## src/rtl/ddr_arb_pkg.sv

```systemverilog
// ddr_write_arbiter shared types: FSM states, widths, round-robin helper.
// Optional build macro: DDR_WR_ARB_TIMEOUT_EN (see ddr_write_arbiter.sv).
package ddr_arb_pkg;

  typedef enum logic [2:0] {
    IDLE,
    ARB,
    REQ,
    BURST,
    DONE
  } state_e;

  localparam int C_ADDR_WIDTH = 32;
  localparam int C_MAX_REQ    = 4;
  localparam int C_IDX_WIDTH  = 2;
  localparam int C_CNT_WIDTH  = 16;

  function automatic logic [C_IDX_WIDTH-1:0] rr_next(
    input logic [C_IDX_WIDTH-1:0] idx,
    input int                     n
  );
    if (int'(idx) >= n - 1) return '0;
    return idx + 1'b1;
  endfunction

endpackage

```

## src/rtl/ddr_write_arbiter_rr_priority_picker.sv

```systemverilog
// Combinational round-robin select: first set request at/after pointer.
// Returns one-hot grant, its index and a valid flag.
module rr_priority_picker
  import ddr_arb_pkg::*;
#(
  parameter int N = 2
) (
  input  logic [N-1:0]           req_i,
  input  logic [C_IDX_WIDTH-1:0] ptr_i,
  output logic [N-1:0]           gnt_o,
  output logic [C_IDX_WIDTH-1:0] idx_o,
  output logic                   valid_o
);

  // Scan from farthest to nearest so the nearest hit wins.
  always_comb begin
    gnt_o   = '0;
    idx_o   = '0;
    valid_o = 1'b0;
    for (int i = N - 1; i >= 0; i--) begin
      if (req_i[(int'(ptr_i) + i) % N]) begin
        gnt_o = '0;
        gnt_o[(int'(ptr_i) + i) % N] = 1'b1;
        idx_o   = C_IDX_WIDTH'((int'(ptr_i) + i) % N);
        valid_o = 1'b1;
      end
    end
  end

endmodule

```

## src/rtl/ddr_write_arbiter.sv

```systemverilog
// Round-robin, non-preemptive arbiter sharing one DDR write master.
// DDR_WR_ARB_TIMEOUT_EN adds a BURST watchdog that aborts with err_o.
module ddr_write_arbiter
  import ddr_arb_pkg::*;
#(
  parameter int g_NUM_REQ        = 2,
  parameter int g_DATA_WIDTH     = 64,
  parameter int g_LEN_WIDTH      = 8,
  parameter int g_TIMEOUT_CYCLES = 4096
) (
  input  logic                                sys_clk_i,
  input  logic                                reset_i,
  input  logic [g_NUM_REQ-1:0]                req_i,
  input  logic [g_NUM_REQ*C_ADDR_WIDTH-1:0]   req_addr_i,
  input  logic [g_NUM_REQ*g_LEN_WIDTH-1:0]    req_len_i,
  input  logic [g_NUM_REQ*g_DATA_WIDTH-1:0]   req_data_i,
  output logic [g_NUM_REQ-1:0]                ack_o,
  output logic [g_NUM_REQ-1:0]                done_o,
  output logic [g_NUM_REQ-1:0]                err_o,
  output logic [g_NUM_REQ-1:0]                data_rd_o,
  output logic [C_IDX_WIDTH-1:0]              grant_idx_o,
  output logic                                busy_o,
  output logic                                write_req_o,
  output logic [C_ADDR_WIDTH-1:0]             write_start_addr_o,
  output logic [g_LEN_WIDTH-1:0]              write_length_o,
  output logic [g_DATA_WIDTH-1:0]             wdata_o,
  input  logic                                wdata_rd_i,
  input  logic                                write_ackn_i,
  input  logic                                write_done_i
);

  localparam int N = g_NUM_REQ;

  if (N < 2 || N > C_MAX_REQ ||
      g_TIMEOUT_CYCLES < 1 ||
      g_TIMEOUT_CYCLES > (1 << C_CNT_WIDTH)) begin : g_bad_cfg
    $error("ddr_write_arbiter: unsupported parameters");
  end

  state_e                   state_q, state_d;
  logic [C_IDX_WIDTH-1:0]   ptr_q, ptr_d;
  logic [C_IDX_WIDTH-1:0]   idx_q, idx_d;
  logic [N-1:0]             gnt_q, gnt_d;
  logic [C_ADDR_WIDTH-1:0]  addr_q, addr_d;
  logic [g_LEN_WIDTH-1:0]   len_q, len_d;
  logic                     ack_q, ack_d;

  logic [C_ADDR_WIDTH-1:0]  addr_a [C_MAX_REQ];
  logic [g_LEN_WIDTH-1:0]   len_a  [C_MAX_REQ];
  logic [g_DATA_WIDTH-1:0]  data_a [C_MAX_REQ];

  logic [N-1:0]             pick_gnt;
  logic [C_IDX_WIDTH-1:0]   pick_idx;
  logic                     pick_valid;
  logic                     xfer;

  // Pad to C_MAX_REQ so a 2-bit index never selects out of range.
  for (genvar i = 0; i < C_MAX_REQ; i++) begin : g_unpack
    if (i < N) begin : g_on
      assign addr_a[i] = req_addr_i[i*C_ADDR_WIDTH +: C_ADDR_WIDTH];
      assign len_a[i]  = req_len_i[i*g_LEN_WIDTH +: g_LEN_WIDTH];
      assign data_a[i] = req_data_i[i*g_DATA_WIDTH +: g_DATA_WIDTH];
    end else begin : g_off
      assign addr_a[i] = '0;
      assign len_a[i]  = '0;
      assign data_a[i] = '0;
    end
  end

  rr_priority_picker #(
    .N (N)
  ) u_picker (
    .req_i   (req_i),
    .ptr_i   (ptr_q),
    .gnt_o   (pick_gnt),
    .idx_o   (pick_idx),
    .valid_o (pick_valid)
  );

`ifdef DDR_WR_ARB_TIMEOUT_EN
  localparam logic [C_CNT_WIDTH-1:0] C_TO_LAST =
    C_CNT_WIDTH'(g_TIMEOUT_CYCLES - 1);

  logic [C_CNT_WIDTH-1:0] cnt_q, cnt_d;
  logic                   err_q, err_d;

  // Runs only in BURST, so it reads zero on BURST entry.
  always_comb begin
    cnt_d = '0;
    if (state_q == BURST) cnt_d = cnt_q + 1'b1;
  end

  always_ff @(posedge sys_clk_i) begin
    if (!reset_i) begin
      cnt_q <= '0;
      err_q <= 1'b0;
    end else begin
      cnt_q <= cnt_d;
      err_q <= err_d;
    end
  end

  assign err_o = {N{err_q}} & gnt_q;
`else
  assign err_o = '0;
`endif

  always_comb begin
    state_d = state_q;
    ptr_d   = ptr_q;
    idx_d   = idx_q;
    gnt_d   = gnt_q;
    addr_d  = addr_q;
    len_d   = len_q;
    ack_d   = 1'b0;
`ifdef DDR_WR_ARB_TIMEOUT_EN
    err_d   = 1'b0;
`endif
    unique case (state_q)
      IDLE: begin
        if (|req_i) state_d = ARB;
      end
      ARB: begin
        if (pick_valid) begin
          idx_d  = pick_idx;
          gnt_d  = pick_gnt;
          addr_d = addr_a[pick_idx];
          len_d  = len_a[pick_idx];
          // Empty burst: acknowledge and finish without the master.
          if (len_a[pick_idx] == '0) begin
            ack_d   = 1'b1;
            state_d = DONE;
          end else begin
            state_d = REQ;
          end
        end else begin
          state_d = IDLE;
        end
      end
      REQ: begin
        if (write_ackn_i) begin
          ack_d   = 1'b1;
          state_d = write_done_i ? DONE : BURST;
        end
      end
      BURST: begin
        if (write_done_i) begin
          state_d = DONE;
`ifdef DDR_WR_ARB_TIMEOUT_EN
        end else if (cnt_q == C_TO_LAST) begin
          err_d   = 1'b1;
          state_d = DONE;
`endif
        end
      end
      DONE: begin
        ptr_d   = rr_next(idx_q, N);
        state_d = IDLE;
      end
      default: state_d = IDLE;
    endcase
  end

  always_ff @(posedge sys_clk_i) begin
    if (!reset_i) begin
      state_q <= IDLE;
      ptr_q   <= '0;
      idx_q   <= '0;
      gnt_q   <= '0;
      addr_q  <= '0;
      len_q   <= '0;
      ack_q   <= 1'b0;
    end else begin
      state_q <= state_d;
      ptr_q   <= ptr_d;
      idx_q   <= idx_d;
      gnt_q   <= gnt_d;
      addr_q  <= addr_d;
      len_q   <= len_d;
      ack_q   <= ack_d;
    end
  end

  assign xfer = (state_q == REQ) || (state_q == BURST);

  assign ack_o              = {N{ack_q}} & gnt_q;
  assign done_o             = {N{state_q == DONE}} & gnt_q;
  assign data_rd_o          = {N{xfer & wdata_rd_i}} & gnt_q;
  assign grant_idx_o        = idx_q;
  assign busy_o             = state_q != IDLE;
  assign write_req_o        = state_q == REQ;
  assign write_start_addr_o = addr_q;
  assign write_length_o     = len_q;
  assign wdata_o            = xfer ? data_a[idx_q] : '0;

endmodule

```

## config.mk

```make
export PLATFORM = sky130hd
export DESIGN_NAME = ddr_write_arbiter
export DESIGN_NICKNAME = d
export VERILOG_FILES = /design/src/rtl/ddr_arb_pkg.sv /design/src/rtl/ddr_write_arbiter_rr_priority_picker.sv /design/src/rtl/ddr_write_arbiter.sv
export SDC_FILE = /design/constraint.sdc
export NUM_CORES = 1
export LEC_CHECK = 0
export ABC_CLOCK_PERIOD_IN_PS = 4160
export BUFFER_PORTS_ARGS = -buffer_cell sky130_fd_sc_hd__buf_4
export CAP_MARGIN = 30
export CELL_PAD_IN_SITES_DETAIL_PLACEMENT = 2
export CELL_PAD_IN_SITES_GLOBAL_PLACEMENT = 2
export CORE_MARGIN = 2
export CORE_UTILIZATION = 20
export DETAILED_ROUTE_END_ITERATION = 10
export GPL_TIMING_DRIVEN = 0
export PLACE_DENSITY_LB_ADDON = 0.25
export SKIP_LAST_GASP = 1
export SLEW_MARGIN = 5
export SYNTH_ARGS = -nofsm -noshare
export SYNTH_HDL_FRONTEND = slang
export SYNTH_HIERARCHICAL = 1
export SYNTH_SLANG_ARGS = --single-unit
```

## constraint.sdc

```tcl
create_clock -name sys_clk_i -period 4.16 [get_ports sys_clk_i]
set_input_delay 0 -clock sys_clk_i [delete_from_list [all_inputs] [get_ports sys_clk_i]]
set_output_delay 0 -clock sys_clk_i [all_outputs]
set_load 0.005 [all_outputs]
```

# ---- Word-level counts from Yosys, hierarchy flattened
# Index checks and enable logic that the tools add are counted.
# Widths: inputs -> output; s select.
dict set report totals {
  ff_bits 49
  out_inout_bits 116
  wordCells 79
}
dict set report op_classes {
  n_addsub 2
  order_cmp 7
  n_eq_ne 7
  muxes 40
  bitwise 7
  n_reduce_logical 9
}
# op n
set ops {}
lappend ops {{$mux 64} 3}
lappend ops {{$bmux 64 s2} 1}
lappend ops {{$bmux 32 s2} 1}
lappend ops {{$mux 32} 2}
lappend ops {{$mux 3} 6}
lappend ops {{$bmux 8 s2} 1}
lappend ops {{$mux 1} 16}
lappend ops {{$mux 8} 2}
lappend ops {{$pmux 3 s4} 1}
lappend ops {{$logic_not 8->1} 1}
lappend ops {{$mux 2} 4}
lappend ops {{$and 2x2->2} 3}
lappend ops {{$eq 3x2->1 const B} 2}
lappend ops {{$ge 3x3->1 const B} 2}
lappend ops {{$not 2->3} 2}
lappend ops {{$ge 2x1->1 const B} 2}
lappend ops {{$ne 2x2->1 const B} 2}
lappend ops {{$eq 3x1->1 const B} 1}
lappend ops {{$eq 3x3->1 const B} 1}
lappend ops {{$logic_not 3->1} 1}
lappend ops {{$lt 2x3->1 const B} 1}
lappend ops {{$reduce_and 3->1} 1}
lappend ops {{$reduce_bool 3->1} 1}
lappend ops {{$add 1x1->1 const B} 2}
lappend ops {{11 further kinds} 13}

# ---- Logic depth before layout (Yosys ltp)
dict set report depth {
  word_depth 15
  mapped_depth 9
  ltp_nobuf 6
}

# ---- Hierarchy
# The synthesis kept the hierarchy.
# mod instances cells_per_inst area_per_inst_um2 seq_area_each_um2
set by_module_without_submodules {}
lappend by_module_without_submodules {ddr_write_arbiter 1 447 3597.2 1001.0}
lappend by_module_without_submodules {rr_priority_picker 1 7 43.8 0.0}

# ---- Worst setup path before layout
# Ideal clock, no wire load.
dict set report synth_timing {
  path_kind {register -> register}
  from {register idx_q[0] (netlist: grant_idx_o[0])}
  to {register ptr_q[1] (netlist name)}
  arrival_ps 1481
  t_required_ps 4084
  path_slack_ps 2604
  stages_incl_launch_ff 8
  path_buffers 3
  synth_period_minus_slack_ps 1556
  path_cell_list {dfxtp_1 > clkbuf_1 > buf_2 > buf_2 > inv_1 > ha_1 > nand4_1 > a21boi_0}
}
# element line_no
set synth_lines {}
lappend synth_lines {{start, declared} ddr_write_arbiter.sv:42} ;# logic [C_IDX_WIDTH-1:0] idx_q, idx_d;
lappend synth_lines {{start signal, assigned} ddr_write_arbiter.sv:176} ;# idx_q <= idx_d;

# ---- Worst setup path in the final report
dict set report layout_timing {
  from {register state_q[2]}
  to {output wdata_o[9]}
}
dict set report layout_via {
  elab_chain_cells 3
  elab_cells_between_ends 4
  cone_classes {eq/ne: 2; mux: 1; reduce/logical: 1}
}
# element line_no
set layout_lines {}
lappend layout_lines {{start, declared} ddr_write_arbiter.sv:40} ;# state_e state_q, state_d;
lappend layout_lines {{start signal, assigned} ddr_write_arbiter.sv:174} ;# state_q <= state_d;
lappend layout_lines {{$eq 3x2->1} ddr_write_arbiter.sv:184} ;# assign xfer = (state_q == REQ) || (state_q == BURST);
lappend layout_lines {{$logic_or 1x1->1 *} ddr_write_arbiter.sv:184}
lappend layout_lines {{$mux 64 *} ddr_write_arbiter.sv:194} ;# assign wdata_o = xfer ? data_a[idx_q] : '0;
lappend layout_lines {{end, declared} ddr_write_arbiter.sv:26} ;# output logic [g_DATA_WIDTH-1:0] wdata_o,
# Mark *: on every way between the ends. The rest lies on a longest branch, timed or not.

==> flow_summary.yaml <==
detailed_routing:
  viasPerCell: 4.55
  vias: 4629
  total_drc_errors_in_the_routed_layout: 0
  detail_route_antenna_nets: 0
  dr.pass1.iters: 4
  routed_wirelength_um: 19100
  post_drt_wl_per_cell_um: 18.8
  detailedRoute.firstIterationViolations: 62
clock_tree:
  cts_max_path_buffers: 2
  cts_repair_resize_count: 0
  postCtsSetupBuffers: 0
  cts_made_buffers: 5
  cts-root-buf: "sky130_fd_sc_hd__clkbuf_16"
  cts_hold_fix_bufs: 0
  clock_latency_ns: 0.29
  clk_pin_slew_worst_paths_ns: 0.07
  h-tree-depth: 2
  tritoncts_num_sinks: 49
  tritoncts_clock_tree: "yes"
pwr:
  power_frac_clock_pct: 31.6
  power.share.combinational_pct: 34.5
  leakagePower_nw: 2.92
  internal_power_mw: 1.06
  p_sw_share_pct: 28.7
  power.sequential.fraction_pct: 33.9
  power.ir.vdd_worst_uv: 163
  power-per-cell-area_nw_per_um2: 228
  p_sw_mw: 0.429
worst_setup_path:
  timing.rr.start: "ptr_q[0]"
  worstReg2RegEnd: "write_start_addr_o[21]"
  arrival_time_reported_for_the_critical_path_endpoint_ns: 2.06
  worst-path-max-fanout: 10
  number_of_cell_instances_on_the_worst_register_to_register_path: 9
  cp_num_buf_inv: 3
  cp_slowest_stage_delay_ns: 0.35
  critical-path-slowest-cell: "sky130_fd_sc_hd__nor2b_1"
  criticalPathCategory: "flop to output pin"
  setup.worst_path.end_class: "output pin"
  critPathRequiredTime_ns: 4.16
  crit_path_cell_trace: "clkbuf_1 -> nor2b_1 -> nand2_1 -> buf_2 -> nor2_1 -> buf_4"
  r2r_setup_slack_ns: 2.22
  worstSetupPathDepth: 6
  critical-path-top-delay-family: "simple AND/OR/NAND/NOR gates"
  start_kind: "flop"
grt:
  wire_length_of_the_first_global_routing_pass_um: 29500
  pin_count_of_the_biggest_net_entering_global_routing: 16
  via_count_of_the_first_global_routing_pass: 5092
  grt_overflow_total: 0
  globalRouteTotalUtil_pct: 19.4
  antenna_found_initial: 1
run_status:
  result_of_the_run: "complete, no violations"
sta:
  tns_ns: 0
  slew_headroom_pct: 46.5
  rsz0062_at_grt: "no"
  final_report_setup_violation_count: 0
  timing.clock.skew_ns: 0.00473
  timing_worst_slew_pin_value_ns: 0.802
  timing.final.crit_share_pct: 49.5
  final-hold-violation-count: 0
  final-max-slew-violation-count: 0
  layout_min_cycle_time_ns: 2.06
  timing.fmax_mhz: 486
placement:
  port_buffers: 328
  detailedPlacementHpwl_um: 16400
  gp_congestion: 0.968
  numPlacedInstances: 1008
hold_path:
  worstHoldPathCells: 4
  hp-start: "write_done_i"
  worst_hold_path_type: "primary input to flop"
  worst_hold_path.endpoint: "state_q[0]"
run:
  maxCapViolations: 0
layout:
  final_layout_size_suffix_gt1_share_pct: 46.9
  final_util_pct: 36.6
  finish.net_count: 1002
  layout-area-overhead-vs-synth_pct: 81.1
  final_cells: 1017
logic_synthesis:
  synthesis.area_per_instance_um2: 8.01
  number_of_warnings_printed_during_yosys_synthesis: 6
  post_synth_instance_area_um2: 3600
  syn_inst: 450
floorplan:
  ios: 331
  design.core.area_um2: 17800
  die_extent_in_x_um: 138
  dieArea_um2: 19100
  floorplan.die.height_um: 138
  placement_rows: 49
  initial_core_util_pct: 20.2
power groups by stage:
stage / Combinational (mW) / Sequential, mW / Clock, mW
finish: 0.514 / 0.505 / 0.471
floorplan: 0.220 / 0.514 / 0
CTS: 0.522 / 0.506 / 0.492
global route: 0.565 / 0.508 / 0.505
global placement: 0.500 / 0.514 / 0
detailed placement: 0.521 / 0.516 / 0
how the worst max path moves through the flow:
| stage | from | endpoint | slack [ns] |
|---|---|---|---|
| floorplan | ptr_q[0] | write_start_addr_o[19] | 2.61 |
| CTS | state_q[2] | wdata_o[57] | 2.01 |
| detailed placement | ptr_q[0] | write_start_addr_o[21] | 2.20 |
| global route | state_q[2] | wdata_o[59] | 1.89 |
| finish | state_q[2] | wdata_o[9] | 2.10 |
| global placement | ptr_q[0] | write_start_addr_o[22] | 2.26 |
worst register-to-register path: cells and delay by family, from the launching register on:
| family | cells | cell delay [ns] |
|---|---|---|
| simple gates | 2 | 0.13 |
| buf+inv | 4 | 0.71 |
| flops | 1 | 0.35 |
| compound gates | 2 | 0.35 |
| mux | 1 | 0.30 |
layout make-up:
| cell class | instances | area, µm² |
|---|---|---|
| inverter | 3 | 11.3 |
| fill | 2076 | 11300 |
| sequential | 49 | 981 |
| clock inverter | 2 | 38.8 |
| antenna | 1 | 2.50 |
| buffer | 45 | 233 |
| clock buffer | 6 | 129 |
| multi-input combinational | 354 | 2380 |
| timing repair buffer | 328 | 2460 |
| tap | 229 | 287 |
state kept, by name, summed over array words and instances (netlist names):
signal	cells
write_length_o	8
grant_idx_o	2
write_start_addr_o	32
state_q	3
ack_q	1
ptr_q	1
gnt_q	2
metrics by stage:
| stage | total power, mW | hold WS (ns) | setup WS [ns] | instance area [µm²] |
|---|---|---|---|---|
| 2_1_floorplan | 0.734 | 0.143 | 2.61 | 3610 |
| 3_3_place_gp | 1.01 | 0.307 | 2.26 | 6360 |
| 3_5_place_dp | 1.04 | 0.322 | 2.20 | 6360 |
| 4_1_cts | 1.52 | 0.0115 | 2.01 | 6520 |
| 5_1_grt | 1.58 | 0.0373 | 1.89 | 6530 |
| 6_report | 1.49 | 0.0200 | 2.10 | 6530 |
cells in the final DEF, fill, tap and decap left out, types with 12 or more instances in the layout:
| cell type | count |
|---|---|
| sky130_fd_sc_hd__nor2b_1 | 41 |
| sky130_fd_sc_hd__a21oi_1 | 42 |
| sky130_fd_sc_hd__mux2i_1 | 105 |
| sky130_fd_sc_hd__clkbuf_1 | 17 |
| sky130_fd_sc_hd__nor2_1 | 71 |
| sky130_fd_sc_hd__buf_4 | 334 |
| sky130_fd_sc_hd__buf_2 | 21 |
| sky130_fd_sc_hd__nand2_1 | 12 |
| sky130_fd_sc_hd__nor3_1 | 41 |
| sky130_fd_sc_hd__dfxtp_1 | 49 |
metal layers:
layer  vias to the layer above  track usage (%)  wire length (µm)
met3                        24             5.37              1240
met4                         0             4.62               324
li1                       2223                -                 -
met5                         -                0                 0
met2                       186             36.5             10200
met1                      2196             21.5              7350
Note: power is estimated with default switching activity, not from simulation.
